--- src/rtl/doodle_pkg.sv ---
// Shared types and constants for the platform spawner slice.
package doodle_pkg;

  localparam int COORD_W = 32;

  // Galois taps for x^16 + x^14 + x^13 + x^11 + 1, right-shifting form.
  localparam logic [15:0] LFSR_POLY = 16'hB400;

  typedef struct packed {
    logic               active;
    logic [COORD_W-1:0] x;
    logic [COORD_W-1:0] y;
  } platform_slot_t;

  typedef enum logic [1:0] {INIT, IDLE, SCAN, FILL} spawner_state_t;

  // Maps the 16-bit LFSR value onto 0 .. span-1 as a left-edge X.
  function automatic logic [COORD_W-1:0] xgen(input logic [15:0] lfsr, input int span);
    return COORD_W'((48'(lfsr) * 48'(span)) >> 16);
  endfunction

endpackage

--- src/rtl/platform_lfsr.sv ---
// 16-bit Galois LFSR; value_o is the current state, steps only when adv_i is high.
module platform_lfsr
  import doodle_pkg::*;
#(
  parameter logic [15:0] SEED = 16'hACE1
) (
  input  logic        clk,
  input  logic        reset,
  input  logic        adv_i,
  output logic [15:0] value_o
);

  logic [15:0] lfsr_q, lfsr_d;

  always_comb begin
    lfsr_d = {1'b0, lfsr_q[15:1]} ^ (lfsr_q[0] ? LFSR_POLY : 16'h0000);
  end

  always_ff @(posedge clk) begin
    if (reset)      lfsr_q <= SEED;
    else if (adv_i) lfsr_q <= lfsr_d;
  end

  assign value_o = lfsr_q;

endmodule

--- src/rtl/platform_spawner.sv ---
// Platform pool: INIT fills every slot, each new view retires slots below min_y and respawns above top_y.
// Optional PLATFORM_JITTER_EN adds lfsr[3:0] to each spawn gap.
module platform_spawner
  import doodle_pkg::*;
#(
  parameter int          SCREEN_WIDTH  = 640,
  parameter int          SCREEN_HEIGHT = 480,
  parameter int          BLOCK_WIDTH   = 64,
  parameter int          BLOCK_HEIGHT  = 16,
  parameter int          NUM_SLOTS     = 8,
  parameter int          SPACING       = 60,
  parameter logic [15:0] LFSR_SEED     = 16'hACE1,
  localparam int         IDX_W         = $clog2(NUM_SLOTS)
) (
  input  logic               clk,
  input  logic               reset,
  input  logic               new_view,
  input  logic [COORD_W-1:0] min_y,
  output logic               busy,
  output logic [COORD_W-1:0] top_y,
  input  logic [IDX_W-1:0]   rd_idx,
  output logic               rd_valid,
  output logic               rd_active,
  output logic [COORD_W-1:0] rd_x,
  output logic [COORD_W-1:0] rd_y
);

  localparam int X_SPAN = SCREEN_WIDTH - BLOCK_WIDTH;
  localparam logic [IDX_W-1:0] LAST_IDX = IDX_W'(NUM_SLOTS - 1);

  if (NUM_SLOTS < 2 || (NUM_SLOTS & (NUM_SLOTS - 1)) != 0)
    $error("NUM_SLOTS must be a power of 2 and at least 2");
  if (LFSR_SEED == 16'h0000)
    $error("LFSR_SEED must be nonzero");
  if (BLOCK_WIDTH >= SCREEN_WIDTH || BLOCK_HEIGHT > SCREEN_HEIGHT)
    $error("platform block must fit on the screen");

  spawner_state_t     state_q;
  logic [IDX_W-1:0]   scan_idx_q;
  logic               pending_q;
  logic [COORD_W-1:0] min_y_q, top_y_q;
  logic               busy_q, rd_valid_q, rd_active_q;
  logic [COORD_W-1:0] rd_x_q, rd_y_q;
  platform_slot_t     slots_q [NUM_SLOTS];

  logic [15:0]        lfsr;
  logic               lfsr_adv;
  platform_slot_t     cur;
  logic [COORD_W-1:0] jitter, spawn_x, spawn_y, init_y;

  // The LFSR steps exactly when a platform is written.
  always_comb begin
    cur      = slots_q[scan_idx_q];
    lfsr_adv = (state_q == INIT) || (state_q == FILL && !cur.active);
`ifdef PLATFORM_JITTER_EN
    jitter   = {28'b0, lfsr[3:0]};
`else
    jitter   = '0;
`endif
    spawn_x  = xgen(lfsr, X_SPAN);
    spawn_y  = top_y_q + COORD_W'(SPACING) + jitter;
    init_y   = COORD_W'(scan_idx_q) * COORD_W'(SPACING);
  end

  platform_lfsr #(.SEED(LFSR_SEED)) u_lfsr (
    .clk     (clk),
    .reset   (reset),
    .adv_i   (lfsr_adv),
    .value_o (lfsr)
  );

  always_ff @(posedge clk) begin
    if (reset) begin
      state_q     <= INIT;
      scan_idx_q  <= '0;
      pending_q   <= 1'b0;
      min_y_q     <= '0;
      top_y_q     <= '0;
      busy_q      <= 1'b1;
      rd_valid_q  <= 1'b0;
      rd_active_q <= 1'b0;
      rd_x_q      <= '0;
      rd_y_q      <= '0;
      for (int i = 0; i < NUM_SLOTS; i++) slots_q[i] <= '0;
    end else begin
      // Read port sees contents as they stood before this edge's update.
      rd_active_q <= slots_q[rd_idx].active;
      rd_x_q      <= slots_q[rd_idx].x;
      rd_y_q      <= slots_q[rd_idx].y;

      if (new_view && state_q != IDLE) pending_q <= 1'b1;

      case (state_q)
        INIT: begin
          slots_q[scan_idx_q] <= '{active: 1'b1, x: spawn_x, y: init_y};
          scan_idx_q          <= scan_idx_q + 1'b1;
          if (scan_idx_q == LAST_IDX) begin
            top_y_q    <= COORD_W'((NUM_SLOTS - 1) * SPACING);
            state_q    <= IDLE;
            busy_q     <= 1'b0;
            rd_valid_q <= 1'b1;
          end
        end
        IDLE: begin
          if (new_view || pending_q) begin
            min_y_q    <= min_y;
            pending_q  <= 1'b0;
            scan_idx_q <= '0;
            state_q    <= SCAN;
            busy_q     <= 1'b1;
          end
        end
        SCAN: begin
          if (cur.active && cur.y < min_y_q) slots_q[scan_idx_q].active <= 1'b0;
          scan_idx_q <= scan_idx_q + 1'b1;
          if (scan_idx_q == LAST_IDX) state_q <= FILL;
        end
        FILL: begin
          if (!cur.active) begin
            slots_q[scan_idx_q] <= '{active: 1'b1, x: spawn_x, y: spawn_y};
            top_y_q             <= spawn_y;
          end
          scan_idx_q <= scan_idx_q + 1'b1;
          if (scan_idx_q == LAST_IDX) begin
            state_q <= IDLE;
            busy_q  <= 1'b0;
          end
        end
        default: state_q <= INIT;
      endcase
    end
  end

  assign busy      = busy_q;
  assign top_y     = top_y_q;
  assign rd_valid  = rd_valid_q;
  assign rd_active = rd_active_q;
  assign rd_x      = rd_x_q;
  assign rd_y      = rd_y_q;

endmodule

--- config.mk ---
export PLATFORM = sky130hd
export DESIGN_NAME = platform_spawner
export DESIGN_NICKNAME = d
export VERILOG_FILES = /design/src/rtl/doodle_pkg.sv /design/src/rtl/platform_lfsr.sv /design/src/rtl/platform_spawner.sv
export SDC_FILE = /design/constraint.sdc
export NUM_CORES = 1
export LEC_CHECK = 0
export BUFFER_PORTS_ARGS = -buffer_cell sky130_fd_sc_hd__buf_2
export CORE_ASPECT_RATIO = 0.5
export CORE_MARGIN = 3
export CORE_UTILIZATION = 47
export CTS_CLUSTER_SIZE = 10
export DETAILED_ROUTE_END_ITERATION = 12
export PLACE_DENSITY = 0.73
export SLEW_MARGIN = 20
export SYNTH_ARGS = -nofsm -noshare
export SYNTH_HDL_FRONTEND = slang
export SYNTH_SLANG_ARGS = --single-unit
--- constraint.sdc ---
create_clock -name clk -period 4.8 [get_ports clk]
set_clock_uncertainty 0.15 [all_clocks]
set_input_delay 0.96 -clock clk [delete_from_list [all_inputs] [get_ports clk]]
set_output_delay 0.96 -clock clk [all_outputs]
set_load 0.01 [all_outputs]
== Word-level counts from Yosys, hierarchy flattened ==
Memory sizes are Yosys's and may differ from the RTL's. A register that Yosys moved wholly into a read port is not among the register bits.
Cells that the tools add are included.
Cells by class
  add/subtract/negate cells: 2
  multipliers: 2
  $lt $le $gt $ge: 1
  equal/unequal tests: 10
  muxes and demuxes: 37
  bitwise logic cells: 4
  reductions and logical operators: 17
Operator list (number)
  32-bit 2-to-1 mux: 2
  32-bit one-hot mux with 2 select lines: 1
  43-bit 2-to-1 mux: 1
  43-bit OR reduction: 1
  42-bit 2-to-1 mux: 1
  32-bit by 6-bit adder with 32-bit output (second input constant): 1
  32-bit less-than comparator: 1
  16-bit by 4-bit multiplier with 20-bit output (second input constant): 1
  1-bit 2-to-1 mux: 20
  16-bit 2-to-1 mux: 1
  15-bit by 16-bit XOR with 16-bit output: 1
  3-bit 2-to-1 mux: 4
  3-bit AND reduction: 3
  2-bit 2-to-1 mux: 4
  3-bit by 4-bit multiplier with 7-bit output (second input constant): 1
  2-bit by 1-bit != test with 1-bit output (second input constant): 3
  2-bit != test (second input constant): 3
  2-bit one-hot mux with 3 select lines: 1
  3-bit one-hot mux with 2 select lines: 1
  2-bit == test (second input constant): 2
  2-bit AND reduction: 2
  2-bit nonzero test: 2
  3-bit by 1-bit adder with 3-bit output (second input constant): 1
  3-bit == test (second input constant): 1
  9 further kinds: 14
Word-level totals
  register bits after elaboration: 120
  bits in writable memories: 344
  word-level logic and storage cells: 83
  memories: 1
Memory list
  slots_q: depth 8, bits a word 43, rd ports 2, clocked after memory_dff 2, write ports 8, line platform_spawner.sv:44  | platform_slot_t slots_q [NUM_SLOTS];

== Depth between registers and ports, before layout ==
Gate-level depths: netlist of run 1.
  word-level depth: 10
  depth in mapped cells: 11

== By module ==
From an unflattened synthesis of run 1, not the netlist that was laid out.
Unflattened totals
  cell total of the unflattened synthesis: 1858
  area, all modules: 22800.6 µm²
By module, submodules not included
  platform_spawner: instances 1, cells an instance 1789, area an instance 22073.7 µm²
  platform_lfsr: instances 1, cells an instance 69, area an instance 726.9 µm²

== Worst setup path before layout of run 1 ==
Ideal clock, no wire load.
  path kind: flip-flop to flip-flop
  from: register with a tool-made name
  to: memory slots_q[3][10] (netlist bit) (enable)
  setup time: 493 ps
  arrival time: 4470 ps
  setup slack: -313 ps
  stages on the path, launching flop included: 7
  buffers on the path: 2
  period minus slack after synthesis: 5113 ps
  cell sequence: dfxtp_1 buf_2 mux4_2 mux2i_4 a21oi_2 clkbuf_1 o21ai_0
RTL lines (line)
  end, declared: platform_spawner.sv:44

==> flow_results.org, run 1 <==
** Run status
- The run finished with clean final reports.

** Timing
- Final count of pins violating max slew :: 0
- At the pin with the least slew margin, the transition time is 1.07 ns.
- Min Tclk post-route :: 4.16 ns
- Final period utilization :: 0.867
- Count of endpoints failing setup in the final report :: 0
- Adding up every negative setup slack in the final design gives 0 ns.
- Slew Limit Headroom :: 0.284
- Hold violation count in the final report :: 0
- F_max :: 240 MHz
- Setup repair after global routing left no endpoint under its margin.

** Die
- 137 I/O pins were placed.
- Die height :: 161 microns
- Std cell rows :: 56
- The die covers 51100 sq um.
- Core Region :: 47300 sq um
- Initial cell density of the core :: 0.480
- Measured along the x axis, the die boundary spans 317 microns.

** Critical path
- Startpoint type of the worst setup path :: flip-flop
- Walking the worst path, the cells encountered are buf_12, mux4_2, mux2_2, ha_1, a21oi_1, o21ai_0, a221oi_1, o31ai_1, a21oi_1, nor2_1.
- Of all nets on the critical path, the largest fanout is 27.
- For this run, the slowest stage of the critical path takes 0.74 ns.
- Data on the critical path arrives at its endpoint at 4.31 ns.
- CP max stage cell :: sky130_fd_sc_hd__dfxtp_4
- The most numerous cell type found on the critical path is sky130_fd_sc_hd__a21oi_1.
- Crit path capture type :: flip-flop
- At the worst endpoint, the required time is 4.95 ns.
- The critical path in this run is classified as reg2reg.
- Counting both buffers and inverters, the worst setup path holds a total of 1.
- Crit path max-delay family :: compound AO/OA/AOI/OAI gates

** Drt
- First-pass detailed-route iteration total :: 5
- Vias after detailed routing :: 15832
- In the routed design, unresolved DRC markers number 0.
- Summed over all layers, the routed wires come to 62.4 mm.
- Iteration-0 DRC Markers :: 2013
- Avg WL per Cell :: 23.6 microns
- The detail route stage leaves a number of antenna-violating nets equal to 0.
- Using the TritonRoute via totals, the vias-per-cell ratio works out to 6.00.

** Synth
- Of all flip-flops after synthesis, the portion carrying an async set or reset was 0.
- Post-synthesis cell type count :: 66
- Area fraction of the dominant cell type after synthesis :: 0.434
- For this run, the leading register cell type out of synthesis is sky130_fd_sc_hd__edfxtp_1.
- Of the total synthesized cell area, the portion taken by full adders, half adders and majority gates is 0.0407.
- Of the total synthesized cell area, the portion taken by AND, OR, NAND and NOR gates is 0.128.
- Of the post-synthesis cell area, the part taken by muxes is 0.178.
- Yosys mapped a number of flops with a built-in enable equal to 328.
- Share of the synthesized area in compound gates (AO/OA/AOI/OAI) :: 0.0520
- Post-synthesis area per instance :: 12.2 sq um
- Of the total synthesized cell area, the portion taken by XOR and XNOR cells is 0.0139.
- Top cell type by total area after synthesis :: sky130_fd_sc_hd__edfxtp_1
- Netlist area before placement :: 22700 sq um
- Yosys attributes the largest share of cell area to sky130_fd_sc_hd__edfxtp_1, sky130_fd_sc_hd__mux4_2, sky130_fd_sc_hd__dfxtp_1.
- Syn. warnings :: 0
- Post-Synthesis Cells :: 1866
- After synthesis, the largest family of logic cells by area is multiplexers.
- Sequential share of the synthesized area :: 0.549
- Number of synthesized register bits :: 458

** Power and ir drop
- The completed layout was analyzed and its total power is 13.7 mW.
- For this design the static power due to leakage is 9.41 nW.
- Across the VDD grid, the largest voltage drop is 0.350 mV.
- In this run the power density over the cells is 538 nW/um^2.

** Placed design
- Number of instances in the placed design :: 2544
- Detail Placement HPWL :: 39.9 mm
- Final weighted congestion in routability-driven placement :: 0.837
- Port bufs :: 110

** Layout
- In the final layout, the share of cells above drive strength 1 is 0.213.
- Final instance count without filler cells :: 2639
- The library cells used most frequently in the layout, excluding fill and tap cells, are sky130_fd_sc_hd__nor2_1, sky130_fd_sc_hd__edfxtp_1, sky130_fd_sc_hd__nand2_1, sky130_fd_sc_hd__mux4_2, sky130_fd_sc_hd__dfxtp_1.
- Layout Area Growth over Synthesis :: 12.1%
- In the final design database the tool counted 2069 nets.
- Final antenna diode count :: 0
- Leaving out fill and tap cells, the most frequent cell in the layout is sky130_fd_sc_hd__nor2_1.

** Global routing
- The number of antenna violations at the first check in global routing is 1.
- Vias in the first global route :: 15794
- Maximum number of pins on one net before global-route repair :: 56
- GRT Residual Overflow :: 0
- Wire length of the first global-routing pass :: 94.5 mm
- In the global route stage, overall resource usage came out at 0.244.

** CTS
- Buffers inserted during clock tree synthesis total 51.
- TritonCTS built the clock tree.
- After clock tree synthesis, the repair step resized 0 gates.
- Clock latency reported for the late side of the worst-skew pair :: 0.57 ns
- H-tree depth :: 2
- CTS saw 458 sinks.
- Maximum buffer depth of the clock tree :: 3
- Register clock-pin slew on the reported worst setup and hold paths :: 0.06 ns
- After clock tree synthesis, the setup repair step added 0 buffers.
- CTS Root Cell :: sky130_fd_sc_hd__clkbuf_16
- In this run, post-CTS hold repair placed 0 buffers.

** Hold path
- In this run the worst hold path is classified as reg2reg.

** Flow run
- Number of max-capacitance violations reported :: 0
Yosys cell counts, types with 2 or more instances:
cell and count:
sky130_fd_sc_hd__nor2_1 421, sky130_fd_sc_hd__edfxtp_1 328, sky130_fd_sc_hd__nand2_1 168, sky130_fd_sc_hd__mux4_2 144
sky130_fd_sc_hd__dfxtp_1 130, sky130_fd_sc_hd__a21oi_1 100, sky130_fd_sc_hd__ha_1 69, sky130_fd_sc_hd__clkbuf_1 55
sky130_fd_sc_hd__inv_1 45, sky130_fd_sc_hd__mux2i_1 43, sky130_fd_sc_hd__buf_2 38, sky130_fd_sc_hd__mux2_2 30
sky130_fd_sc_hd__buf_4 29, sky130_fd_sc_hd__buf_1 25, sky130_fd_sc_hd__o21ai_0 23, sky130_fd_sc_hd__xor2_1 20
sky130_fd_sc_hd__xnor2_1 16, sky130_fd_sc_hd__nand3_1 15, sky130_fd_sc_hd__a311oi_1 13, sky130_fd_sc_hd__nand4_1 12
sky130_fd_sc_hd__nor3_1 11, sky130_fd_sc_hd__a21o_1 8, sky130_fd_sc_hd__and3_1 8, sky130_fd_sc_hd__nand2b_1 8
sky130_fd_sc_hd__nor2b_1 8, sky130_fd_sc_hd__a31oi_1 7, sky130_fd_sc_hd__and2_1 7, sky130_fd_sc_hd__and4_1 7
sky130_fd_sc_hd__o21ai_1 7, sky130_fd_sc_hd__a211oi_1 6, sky130_fd_sc_hd__a21oi_2 5, sky130_fd_sc_hd__nand3_2 5
sky130_fd_sc_hd__nand3b_1 5, sky130_fd_sc_hd__nor4_1 5, sky130_fd_sc_hd__o211ai_1 5, sky130_fd_sc_hd__fa_1 3
sky130_fd_sc_hd__o21ai_2 3, sky130_fd_sc_hd__o21bai_1 3, sky130_fd_sc_hd__a211o_1 2, sky130_fd_sc_hd__nor3b_1 2
sky130_fd_sc_hd__o31ai_1 2
per-stage QoR:
step	setup WS, ns	util	hold slack, ns	area, sq um
after global placement	0.784	0.507	0.293	24000
after CTS	0.663	0.538	0.306	25400
after global routing	0.437	0.538	0.323	25400
after floorplan	0.772	-	0.286	22800
after detailed placement	0.659	0.507	0.298	24000
final	0.636	0.538	0.306	25400
tightest hold or removal path, cell delays in order, from the launching register on:
cell and delay (ns):
sky130_fd_sc_hd__dfxtp_1 0.31, sky130_fd_sc_hd__nand2_1 0.05, sky130_fd_sc_hd__a21oi_1 0.05
power by group:
| part | total [mW] | switching [mW] | internal [mW] |
|---|---|---|---|
| Clock | 3.58 | 1.53 | 2.06 |
| Sequential | 5.40 | 0.448 | 4.95 |
| Combinational | 4.70 | 2.79 | 1.91 |
| Total | 13.7 | 4.76 | 8.92 |
cell families (layout without fill, tap and decap cells):
group,count (synthesis),count (layout)
AND/OR/NAND/NOR,692,692
flip-flops,458,458
multiplexers,218,218
AO/OA/AOI/OAI,195,195
buffers and inverters,194,304
adder cells (fa/ha/maj),72,72
XOR/XNOR,36,36
other,1,26
state kept, by name, summed over array words and instances (netlist names), named ones only:
signal,count
pending_q,1
scan_idx_q,3
busy,1
state_q,2
rd_valid,1
rd_y,30
top_y,30
min_y_q,32
rd_active,1
slots_q,328
u_lfsr.value_o,16
rd_x,10
metal layers:
layer / GRT usage / share of wire / routed length [microns] / up-vias
li1: - / - / - / 6912
met1: 0.345 / 0.40 / 24800 / 7854
met2: 0.378 / 0.45 / 28300 / 950
met3: 0.0592 / 0.12 / 7690 / 114
met4: 0.0673 / 0.025 / 1540 / 2
met5: 0 / 0.00021 / 13 / -
layout make-up:
type	instances	area (sq um)
Sequential cell	458	12500
Fill cell	3880	21800
Multi-Input combinational cell	1239	9490
Tap cell	638	798
Inverter	46	173
Timing Repair Buffer	163	1040
Clock buffer	95	1480
worst paths after layout:
check                           slack, ns        endpoint         from  cells after the start
worst max-delay path                 0.64  slots_q[7][42]    flip-flop                     10
worst min register to register       0.31     min_y_q[21]  min_y_q[21]                      2
worst max register to register       0.64  slots_q[7][42]    flip-flop                     10
worst min-delay path                 0.31     min_y_q[21]  min_y_q[21]                      2
Power figures use the tool's default switching activity.
==> run 2: changes to the inputs <==
--- a/config.mk
+++ b/config.mk
@@ -11,7 +11,8 @@
 export CORE_UTILIZATION = 47
 export CTS_CLUSTER_SIZE = 10
 export DETAILED_ROUTE_END_ITERATION = 12
-export PLACE_DENSITY = 0.73
+export PLACE_DENSITY = 0.7
+export SETUP_SLACK_MARGIN = 0.02
 export SLEW_MARGIN = 20
 export SYNTH_ARGS = -nofsm -noshare
 export SYNTH_HDL_FRONTEND = slang
==> constraint.sdc (replaced) <==
create_clock -name clk -period 5 [get_ports clk]
set_clock_uncertainty 0.15 [all_clocks]
set_input_delay 1 -clock clk [delete_from_list [all_inputs] [get_ports clk]]
set_output_delay 1 -clock clk [all_outputs]
set_load 0.01 [all_outputs]
==> flow_results.org, run 2 (same netlist as run 1, synthesis figures left out) <==
** Global routing
- Total Routing Usage GR :: 0.234 (-0.00929)
- Vias in the first global route :: 15142 (-4.1%)
- The final global-route overflow total is 0 (unchanged).
- Met1 track demand over resource in global routing :: 0.333 (-0.0121)
- The met2 routing resource usage after global routing was 0.361 (-0.0174).
- Number of antenna violations at the first check in global routing :: 1 (unchanged)
- The global routing usage on met3 is 0.0623 (+0.00308).
- The global-route wire length before repair was 90.6 mm (-4.1%).
- Maximum number of pins on one net before global-route repair :: 85 (+52%)
- met2 is the most crowded layer.

** CTS
- The number of buffers created by CTS was 51 (unchanged).
- CTS-repair resized insts :: 0 (unchanged)
- Maximum buffer depth of the clock tree :: 3 (unchanged)
- TritonCTS built the clock tree.
- The number of H-tree levels came to 2 (unchanged).
- Count of hold buffers inserted by post-cts repair :: 0 (unchanged)
- The total setup buffers inserted after CTS was 0 (unchanged).
- Register clock-pin slew on the reported worst setup and hold paths :: 0.06 ns (about the same)
- Num Clock Sinks :: 458 (unchanged)
- Clock latency reported for the late side of the worst-skew pair :: 0.57 ns (about the same)
- Clock tree synthesis selected as its root buffer the cell sky130_fd_sc_hd__clkbuf_16.

** Critical path
- Traced cell by cell, the critical path runs through buf_4, buf_4, mux4_2, mux2_2, ha_1, a21oi_1, o21ai_0, a221oi_1, o31ai_1, a21oi_1, nor2_1.
- The count of buffering cells on the critical path with inverters included was 2 (+1).
- Crit-path max cell delay :: 0.81 ns (+0.07 ns)
- The arrival time of the worst setup path was 4.50 ns (+0.19 ns).
- The worst setup path is launched from a flip-flop.
- Crit path capture type :: flip-flop
- The slowest stage of the critical path belongs to the cell sky130_fd_sc_hd__dfxtp_4.
- The worst path required time was 5.15 ns (+0.20 ns).
- The maximum fanout along the worst path was 31 (+15%).
- Crit path max-delay family :: compound AO/OA/AOI/OAI gates
- Critical path class :: reg2reg

** Timing
- Final Worst Setup Slack :: 0.650 ns (+0.0136 ns)
- The highest achievable clock rate was 230 MHz (-4.3%).
- The part of the cycle the worst path needs was 0.870 (+0.00257).
- The aggregate negative setup slack was 0 ns (unchanged).
- The final-report max-slew violation count was 0 (unchanged).
- The slew of the pin with the lowest slew margin came to 1.06 ns (-0.0104 ns).
- The total of endpoints with negative setup slack in the final report is 0 (unchanged).
- RSZ-0062 raised after global routing :: no
- Slew Limit Headroom :: 0.296 (+0.0117)
- Min Tclk post-route :: 4.35 ns (+0.186 ns)
- Hold violation count in the final report :: 0 (unchanged)

** Drt
- Vias after detailed routing :: 15482 (-2.2%)
- Detailed-route wire length :: 60.0 mm (-3.8%)
- Ratio of routed vias to standard cells :: 5.88 (-1.9%)
- Drc violations :: 0 (unchanged)
- First-pass detailed-route iteration total :: 5 (unchanged)
- The DRC violation total after the first TritonRoute iteration came to 1820 (-9.6%).
- Number of nets with antenna violations after routing :: 0 (unchanged)
- Avg WL per Cell :: 22.8 microns (-3.5%)

** Layout
- Leaving out fill and tap cells, the most frequent cells in the layout are sky130_fd_sc_hd__nor2_1, sky130_fd_sc_hd__edfxtp_1, sky130_fd_sc_hd__nand2_1, sky130_fd_sc_hd__mux4_2, sky130_fd_sc_hd__dfxtp_1.
- Register Area :: 12500 sq um (unchanged)
- The net total in the final layout is 2062 (-0.34%).
- Max FFs per register :: 328 (unchanged)
- The number of filler cells placed in the layout is 3906 (+0.67%).
- The library cell used most frequently in the layout, excluding fill and tap cells, is sky130_fd_sc_hd__nor2_1.
- Top register by number of flip-flops :: slots_q
- Final antenna diode count :: 0 (unchanged)
- The area occupied by multi-input gates was 9490 sq um (about the same).
- The share of layout cells above drive strength 1 was 0.211 (-0.00165).
- Layout Area Growth over Synthesis :: 11.8%
- In the final layout, the registers with the most flip-flops are slots_q: 328 flops, min_y_q: 32 flops.

** Die
- Core Region :: 47300 sq um (unchanged)
- The die height is 161 microns (unchanged).
- Die outline area :: 51100 sq um (unchanged)
- Initial cell density of the core :: 0.480 (unchanged)
- Die Wd :: 317 microns (unchanged)
- Std cell rows :: 56 (unchanged)
- I/O pin cnt :: 137 (unchanged)

** Run status
- Run status :: finished, final reports clean

** Placed design
- The number of buffers inserted by port buffering was 110 (unchanged).
- Worst-case setup slack after placement :: 0.675 ns (+0.0161 ns)
- Final weighted congestion in routability-driven placement :: 0.854 (+2.0%)
- The half-perimeter wire length after detailed placement came to 37.0 mm (-7.2%).

** Flow run
- Number of max-capacitance violations reported :: 0 (unchanged)

** Power and ir drop
- VDD IR-drop max :: 0.255 mV (-27%)
- Pwr Density :: 511 nW/um^2 (-4.9%)
- Leakage component of the power :: 9.38 nW (-0.35%)

** Hold path
- The path class of the tightest hold or removal check is reg2reg.
==> run 2: changes by cell type in the layout (fill, tap and decap cells not counted) <==
cell,change
sky130_fd_sc_hd__clkbuf_1,-2
sky130_fd_sc_hd__nor2b_2,+1
sky130_fd_sc_hd__nor2b_4,-1
sky130_fd_sc_hd__clkbuf_8,+1
sky130_fd_sc_hd__o21ai_2,+1
sky130_fd_sc_hd__buf_4,-5
sky130_fd_sc_hd__o21ai_1,-1
sky130_fd_sc_hd__buf_12,-2
==> run 2: through the flow <==
stage	area, sq um	hold WS [ns]	total power, mW	util	instances
global route	25400	0.316	13.7	0.537	2631
CTS	25400	0.306	13.0	0.536	2631
detailed placement	23900	0.298	9.55	0.505	2537
global placement	23900	0.294	9.46	0.505	2537
floorplan	22800	0.286	8.21	-	1891
finish	25400	0.306	13.0	0.537	2631
==> run 2: final timing paths <==
path / from / endpoint / slack, ns / cells after the start
max reg2reg: flip-flop / slots_q[2][42] / 0.65 / 11
min reg2reg: min_y_q[16] / min_y_q[16] / 0.31 / 2
max: flip-flop / slots_q[2][42] / 0.65 / 11
min: min_y_q[16] / min_y_q[16] / 0.31 / 2
==> run 2: final cells by class <==
type | instances | share of cell area
Clock buffer | 94 | 0.0587
Inverter | 46 | 0.00680
Timing Repair Buffer | 156 | 0.0381
Multi-Input combinational cell | 1239 | 0.374
Sequential cell | 458 | 0.491
Tap cell | 638 | 0.0315
==> run 2: where the power goes <==
part | switching (mW) | internal (mW) | total [mW]
Combinational | 2.54 | 1.80 | 4.33
Sequential | 0.435 | 4.75 | 5.19
Clock | 1.46 | 1.98 | 3.45
==> run 2: worst reg2reg max path, stage by stage (launching register included) <==
cell and delay (ns):
sky130_fd_sc_hd__dfxtp_4 0.81, sky130_fd_sc_hd__buf_4 0.28, sky130_fd_sc_hd__buf_4 0.23, sky130_fd_sc_hd__mux4_2 0.52, sky130_fd_sc_hd__mux2_2 0.27, sky130_fd_sc_hd__ha_1 0.30, sky130_fd_sc_hd__a21oi_1 0.17, sky130_fd_sc_hd__o21ai_0 0.17
sky130_fd_sc_hd__a221oi_1 0.43, sky130_fd_sc_hd__o31ai_1 0.14, sky130_fd_sc_hd__a21oi_1 0.49, sky130_fd_sc_hd__nor2_1 0.12
==> run 2: metal layers <==
layer  up-vias  part of all wire
li1       6908                 -
met1      7719              0.42
met3       105              0.11
met4         0             0.022
met2       750              0.46
met5         -                 0
